<file path="config.mk">
export PLATFORM = sky130hd
export DESIGN_NAME = jtag_dr_bank
export DESIGN_NICKNAME = d
export VERILOG_FILES = /design/src/rtl/jtag_dr_pkg.sv /design/src/rtl/jtag_dr_shifter.sv /design/src/rtl/jtag_dr_bank.sv
export SDC_FILE = /design/constraint.sdc
export NUM_CORES = 1
export LEC_CHECK = 0
export CAP_MARGIN = 40
export CORE_ASPECT_RATIO = 1.75
export CORE_UTILIZATION = 41
export DETAILED_ROUTE_END_ITERATION = 8
export PLACE_DENSITY = 0.77
export RECOVER_POWER = 25
export SYNTH_ARGS = -nofsm -noshare
export SYNTH_HDL_FRONTEND = slang
export SYNTH_SLANG_ARGS = --single-unit
</file>
<file path="constraint.sdc">
create_clock -name tck_i -period 2.2 [get_ports tck_i]
set_input_delay 0.66 -clock tck_i [delete_from_list [all_inputs] [get_ports tck_i]]
set_output_delay 0.66 -clock tck_i [all_outputs]
set_load 0.02 [all_outputs]
</file>
<file path="src/rtl/jtag_dr_pkg.sv">
// Shared constants and length classification for the JTAG user data register bank.
package jtag_dr_pkg;

  localparam int unsigned DEF_WIDTH  = 32;
  localparam int unsigned DEF_NUM_CH = 4;

  // Stored alongside the channel index; marks a scan whose update must be dropped.
  localparam logic CH_INVALID = 1'b1;

  typedef enum logic [1:0] {LEN_OK, LEN_SHORT, LEN_LONG} len_status_e;

  function automatic len_status_e len_classify(input int unsigned cnt, input int unsigned width);
    if (cnt < width)       return LEN_SHORT;
    else if (cnt == width) return LEN_OK;
    else                   return LEN_LONG;
  endfunction

endpackage

</file>
<file path="src/rtl/jtag_dr_shifter.sv">
// Capture/shift data register with a saturating bit counter; LSB leaves first on tdo.
module jtag_dr_shifter
  import jtag_dr_pkg::*;
#(
  parameter int unsigned WIDTH = DEF_WIDTH
) (
  input  logic             tck_i,
  input  logic             rst_ni,
  input  logic             capture,
  input  logic             shift,
  input  logic [WIDTH-1:0] cap_val,
  input  logic             tdi,
  output logic             tdo,
  output logic [WIDTH-1:0] data,
  output logic             len_ok
);

  localparam int unsigned CNT_W = $clog2(WIDTH + 2);
  localparam logic [CNT_W-1:0] CNT_MAX = CNT_W'(WIDTH + 1);

  logic [WIDTH-1:0] shift_q;
  logic [CNT_W-1:0] cnt_q;

  // Pause-DR needs no logic: neither capture nor shift is active, so state holds.
  always_ff @(posedge tck_i or negedge rst_ni) begin
    if (!rst_ni) begin
      shift_q <= '0;
      cnt_q   <= '0;
    end else if (capture) begin
      shift_q <= cap_val;
      cnt_q   <= '0;
    end else if (shift) begin
      shift_q <= {tdi, shift_q[WIDTH-1:1]};
      if (cnt_q != CNT_MAX) cnt_q <= cnt_q + 1'b1;
    end
  end

  assign tdo    = shift_q[0];
  assign data   = shift_q;
  assign len_ok = (len_classify(32'(cnt_q), WIDTH) == LEN_OK);

endmodule

</file>
<file path="src/rtl/jtag_dr_bank.sv">
// Bank of NUM_CH selectable JTAG user data registers with length-checked update strobes.
module jtag_dr_bank
  import jtag_dr_pkg::*;
#(
  parameter  int unsigned WIDTH      = DEF_WIDTH,
  parameter  int unsigned NUM_CH     = DEF_NUM_CH,
  parameter  bit          STRICT_LEN = 1'b1,
  localparam int unsigned CH_W       = (NUM_CH > 1) ? $clog2(NUM_CH) : 1
) (
  input  logic                    tck_i,
  input  logic                    rst_ni,
  input  logic                    select_i,
  input  logic [CH_W-1:0]         ch_i,
  input  logic                    capture_dr_i,
  input  logic                    shift_dr_i,
  input  logic                    pause_dr_i,
  input  logic                    update_dr_i,
  input  logic                    tdi_i,
  output logic                    tdo_o,
  input  logic [NUM_CH*WIDTH-1:0] cap_data_i,
  output logic [NUM_CH*WIDTH-1:0] upd_data_o,
  output logic [NUM_CH-1:0]       upd_stb_o,
  output logic                    len_err_o
);

  logic [NUM_CH-1:0][WIDTH-1:0] cap_arr, upd_q;
  logic [WIDTH-1:0] cap_sel, shift_data;
  logic [CH_W-1:0]  ch_q;
  logic             ch_inv_q;
  logic             capture, shift, update, ch_ok, len_ok, len_fit, accept, len_rej;

  assign capture = select_i & capture_dr_i;
  assign shift   = select_i & shift_dr_i;
  assign update  = select_i & update_dr_i;
  assign cap_arr = cap_data_i;
  assign ch_ok   = (32'(ch_i) < NUM_CH);

  always_comb begin
    cap_sel = '0;
    for (int k = 0; k < int'(NUM_CH); k++)
      if (ch_i == CH_W'(k)) cap_sel = cap_arr[k];
  end

  jtag_dr_shifter #(.WIDTH(WIDTH)) u_shifter (
    .tck_i   (tck_i),
    .rst_ni  (rst_ni),
    .capture (capture),
    .shift   (shift),
    .cap_val (ch_ok ? cap_sel : '0),
    .tdi     (tdi_i),
    .tdo     (tdo_o),
    .data    (shift_data),
    .len_ok  (len_ok)
  );

  always_ff @(posedge tck_i or negedge rst_ni) begin
    if (!rst_ni) begin
      ch_q     <= '0;
      ch_inv_q <= ~CH_INVALID;
    end else if (capture) begin
      ch_q     <= ch_i;
      ch_inv_q <= ch_ok ? ~CH_INVALID : CH_INVALID;
    end
  end

  // A bad channel drops the update silently; only length faults are flagged.
  assign len_fit = !STRICT_LEN || len_ok;
  assign accept  = update && (ch_inv_q != CH_INVALID) && len_fit;
  assign len_rej = update && (ch_inv_q != CH_INVALID) && !len_fit;

  always_ff @(posedge tck_i or negedge rst_ni) begin
    if (!rst_ni) begin
      upd_q     <= '0;
      upd_stb_o <= '0;
      len_err_o <= 1'b0;
    end else begin
      upd_stb_o <= '0;
      if (accept) begin
        upd_q[ch_q]     <= shift_data;
        upd_stb_o[ch_q] <= 1'b1;
        len_err_o       <= 1'b0;
      end else if (len_rej) begin
        len_err_o <= 1'b1;
      end
    end
  end

  assign upd_data_o = upd_q;

  logic unused;
  assign unused = pause_dr_i;

endmodule
</file>
==> results.py <==
metrics = {
    "power": {
        "fin_total_pwr_mw": 7.51,
        "pwr-share-comb_pct": 12.1,
        "power_switching_mw": 2.03,
        "power_density_nw_per_um2": 646,
        "p_leak_nw": 5.31,
        "swShare_pct": 27.0,
        "p_int_mw": 5.48,
        "seqPwrFrac_pct": 47.6,
        "max-vdd-ir-drop_v": 0.000444,
        "power.share.clock_pct": 40.4,
    },
    "synth": {
        "yosysWarnings": 0,
        "synth_top_area_share_pct": 55.8,
        "ys_seq_area_share_pct": 55.8,
        "avgSynthCellArea_um2": 14.5,
        "synth-seq-cells": 173,
        "syn-num-nets": 676,
        "yosys-top-cells-area": "dfrtp_1, mux2_2, mux4_2",
        "ys_async_sr_fraction_pct": 100,
        "synthTopCellsByCount": "dfrtp_1, mux2_2, nand2_1",
        "ys.flop_type": "dfrtp_1",
        "synth_cell_types": 36,
        "synth_edf_count": 0,
        "syn_inst": 535,
        "synth.largest_area_cell": "dfrtp_1",
        "synth_most_common_cell": "dfrtp_1",
        "syn_area_um2": 7760,
    },
    "placed_design": {
        "dp.cells": 1040,
        "dp.final_hpwl_um": 17200,
        "dpl-instance-area_um2": 11000,
        "io_buffers": 270,
        "gp_congestion": 0.828,
        "place_ws_ns": -0.348,
    },
    "floorplan": {
        "die_height_um": 184,
        "die_area_um2": 19500,
        "core-area_um2": 18600,
        "rows": 66,
        "io_pins": 272,
        "fp.dieW_um": 106,
        "initial_core_util_pct": 41.8,
    },
    "route": {
        "avgRoutedWirePerCell_um": 21.7,
        "detail-route-antenna-nets": 0,
        "drc": 0,
        "drt_iter0_markers": 247,
        "vias_per_cell": 5.35,
        "dr.pass1.iters": 5,
        "wirelength_um": 23400,
        "vias": 5756,
    },
    "timing": {
        "finClkSkew_ns": 0.00996,
        "slew_viol_final": 0,
        "worst_slack_ns": 0.0334,
        "min_period_ns": 2.17,
        "hold_violations": 0,
        "rsz0062_at_grt": "true",
        "fmax_ghz": 0.462,
        "setup_violations": 0,
        "period_share_pct": 98.5,
        "tns_ns": 0,
        "worst_pin_slew_ns": 0.965,
        "relSlewSlack_pct": 35.7,
    },
    "final_layout": {
        "regArea_um2": 4330,
        "syn2layout_area_growth_pct": 49.8,
        "final_nets": 966,
        "fin_cells": 1076,
        "fillCellCount": 1419,
        "design_area_um2": 11600,
        "multi_input_area_um2": 3270,
        "antenna_cells": 0,
        "drive_above_1_share_pct": 28.0,
    },
    "clocking": {
        "cts_buffers": 17,
        "cts.clk_slew.worst_paths_ns": 0.07,
        "cts_buffer_depth": 2,
        "insertion_delay_ns": 0.43,
        "cts_max_level": 4,
        "cts_tree": "yes",
        "cts_root_buffer": "clkbuf_16",
        "clock-sinks": 173,
    },
    "setup_path": {
        "reg2reg_setup_slack_ns": 0.03,
        "crit_fanout": 8,
        "start_kind": "flop",
        "r2r-end": "upd_data_o[41]",
        "cp.required_ns": 2.51,
        "crit_type": "reg2reg",
        "ff2ff_path_depth": 6,
        "crit_path_end_kind": "flop",
        "r2r_start": "u_shifter.cnt_q[2]",
        "critPathArrivalTime_ns": 2.48,
    },
    "job": {
        "cap_viol_max_count": 0,
    },
    "outcome": {
        "status": "completed",
    },
    "grt": {
        "grt_max_degree": 50,
        "antenna_found_initial": 1,
        "overflow": 0,
        "grt_pass1_wl_um": 35700,
        "grt_pass1_vias": 6246,
        "grt.total_usage_pct": 24.9,
    },
    "hold_path": {
        "hp-class": "in2async",
    },
}
-- repair_timing --
action / 4_1_cts / 5_1_grt
setup endpoints to repair: 59 / 75
pin swaps: 2 / 2
gates cloned: 2 / 0
hold buffers: 0 / 0
resized for setup: 8 / 11
setup buffers: 1 / 1
-- power by group through the flow --
stage	logic (mW)	clock network [mW]	registers (mW)
floorplan	0.372	0	3.57
CTS	0.923	3.09	3.57
finish	0.906	3.03	3.57
global placement	0.895	0	3.61
global route	0.984	3.23	3.60
detailed placement	0.924	0	3.63
-- kinds of logic after synthesis --
kind of cell	count (synthesis)	share of synthesized area (%)
buffers and inverters	41	2.55
flip-flops	173	55.8
AO/OA/AOI/OAI	46	3.53
adder cells (fa/ha/maj)	3	0.484
AND/OR/NAND/NOR	87	5.17
multiplexers	185	32.5
-- worst max-delay path, cell delays in order, from the launching register on --
cell and delay [ns]:
dfrtp_1 0.38, or4b_4 0.55, buf_6 0.16, nor4b_4 0.26, buf_6 0.19, buf_12 0.15, mux2_2 0.35
-- sequential cells by signal, summed over array words and instances, names as in the netlist --
name	count
upd_data_o	128
u_shifter.data	32
upd_stb_o	4
ch_q	2
len_err_o	1
u_shifter.cnt_q	6
-- how the worst max path moves through the flow --
stage,start,endpoint,slack (ns),cells past startpoint
after floorplan,u_shifter.cnt_q[4],upd_data_o[10],-0.02,6
after global placement,update_dr_i,upd_data_o[52],-0.31,6
after global routing,u_shifter.cnt_q[2],upd_data_o[41],-0.03,6
final,u_shifter.cnt_q[2],upd_data_o[41],0.03,6
after CTS,u_shifter.cnt_q[4],upd_data_o[98],-0.01,5
after detailed placement,select_i,upd_data_o[56],-0.35,6
-- per-stage QoR --
stage | hold WS (ns) | utilization (%)
2_1_floorplan | 0.364 | -
5_1_grt | 0.434 | 62.6
4_1_cts | 0.128 | 62.5
3_5_place_dp | 0.494 | 59.1
6_report | 0.375 | 62.6
3_3_place_gp | 0.483 | 59.1
-- area by class of cell --
cell class	count	share of cell area, %
flip-flops and latches	173	37.2
multi-input cells	321	28.1
repair buffers	307	26.8
clock buffers	17	3.66
well taps	238	2.56
clock inverters	15	1.45
inverters	5	0.161
-- cells in the final DEF (no fill, tap or decap), types with 2 or more instances in the layout --
cell type / netlist / layout
mux2_4: 29 / 30
clkbuf_1: 16 / 4
inv_8: 0 / 4
clkinv_4: 0 / 2
inv_1: 4 / 4
buf_2: 11 / 2
o21ai_0: 26 / 26
buf_4: 0 / 15
a21oi_1: 6 / 6
buf_8: 0 / 2
mux4_2: 32 / 32
buf_12: 0 / 11
mux2i_1: 24 / 24
or3_1: 2 / 2
inv_6: 0 / 6
nand3_1: 13 / 13
clkdlybuf4s50_1: 0 / 266
clkbuf_16: 0 / 17
and3_1: 2 / 2
mux2_2: 99 / 98
ha_1: 3 / 3
buf_6: 4 / 4
nand2_1: 41 / 40
a311oi_1: 8 / 8
dfrtp_1: 173 / 173
nor2_1: 20 / 20
-- metal layers --
layer | routed length, um | part of all wire (%) | vias up | track usage [%]
met3 | 991 | 4.2 | 57 | 4.86
met5 | 17 | 0.073 | - | 0
met2 | 13100 | 56 | 212 | 46.2
met1 | 8480 | 36 | 2945 | 27.5
met4 | 736 | 3.2 | 2 | 10.3
li1 | - | - | 2540 | -
Power figures use the tool's default switching activity.
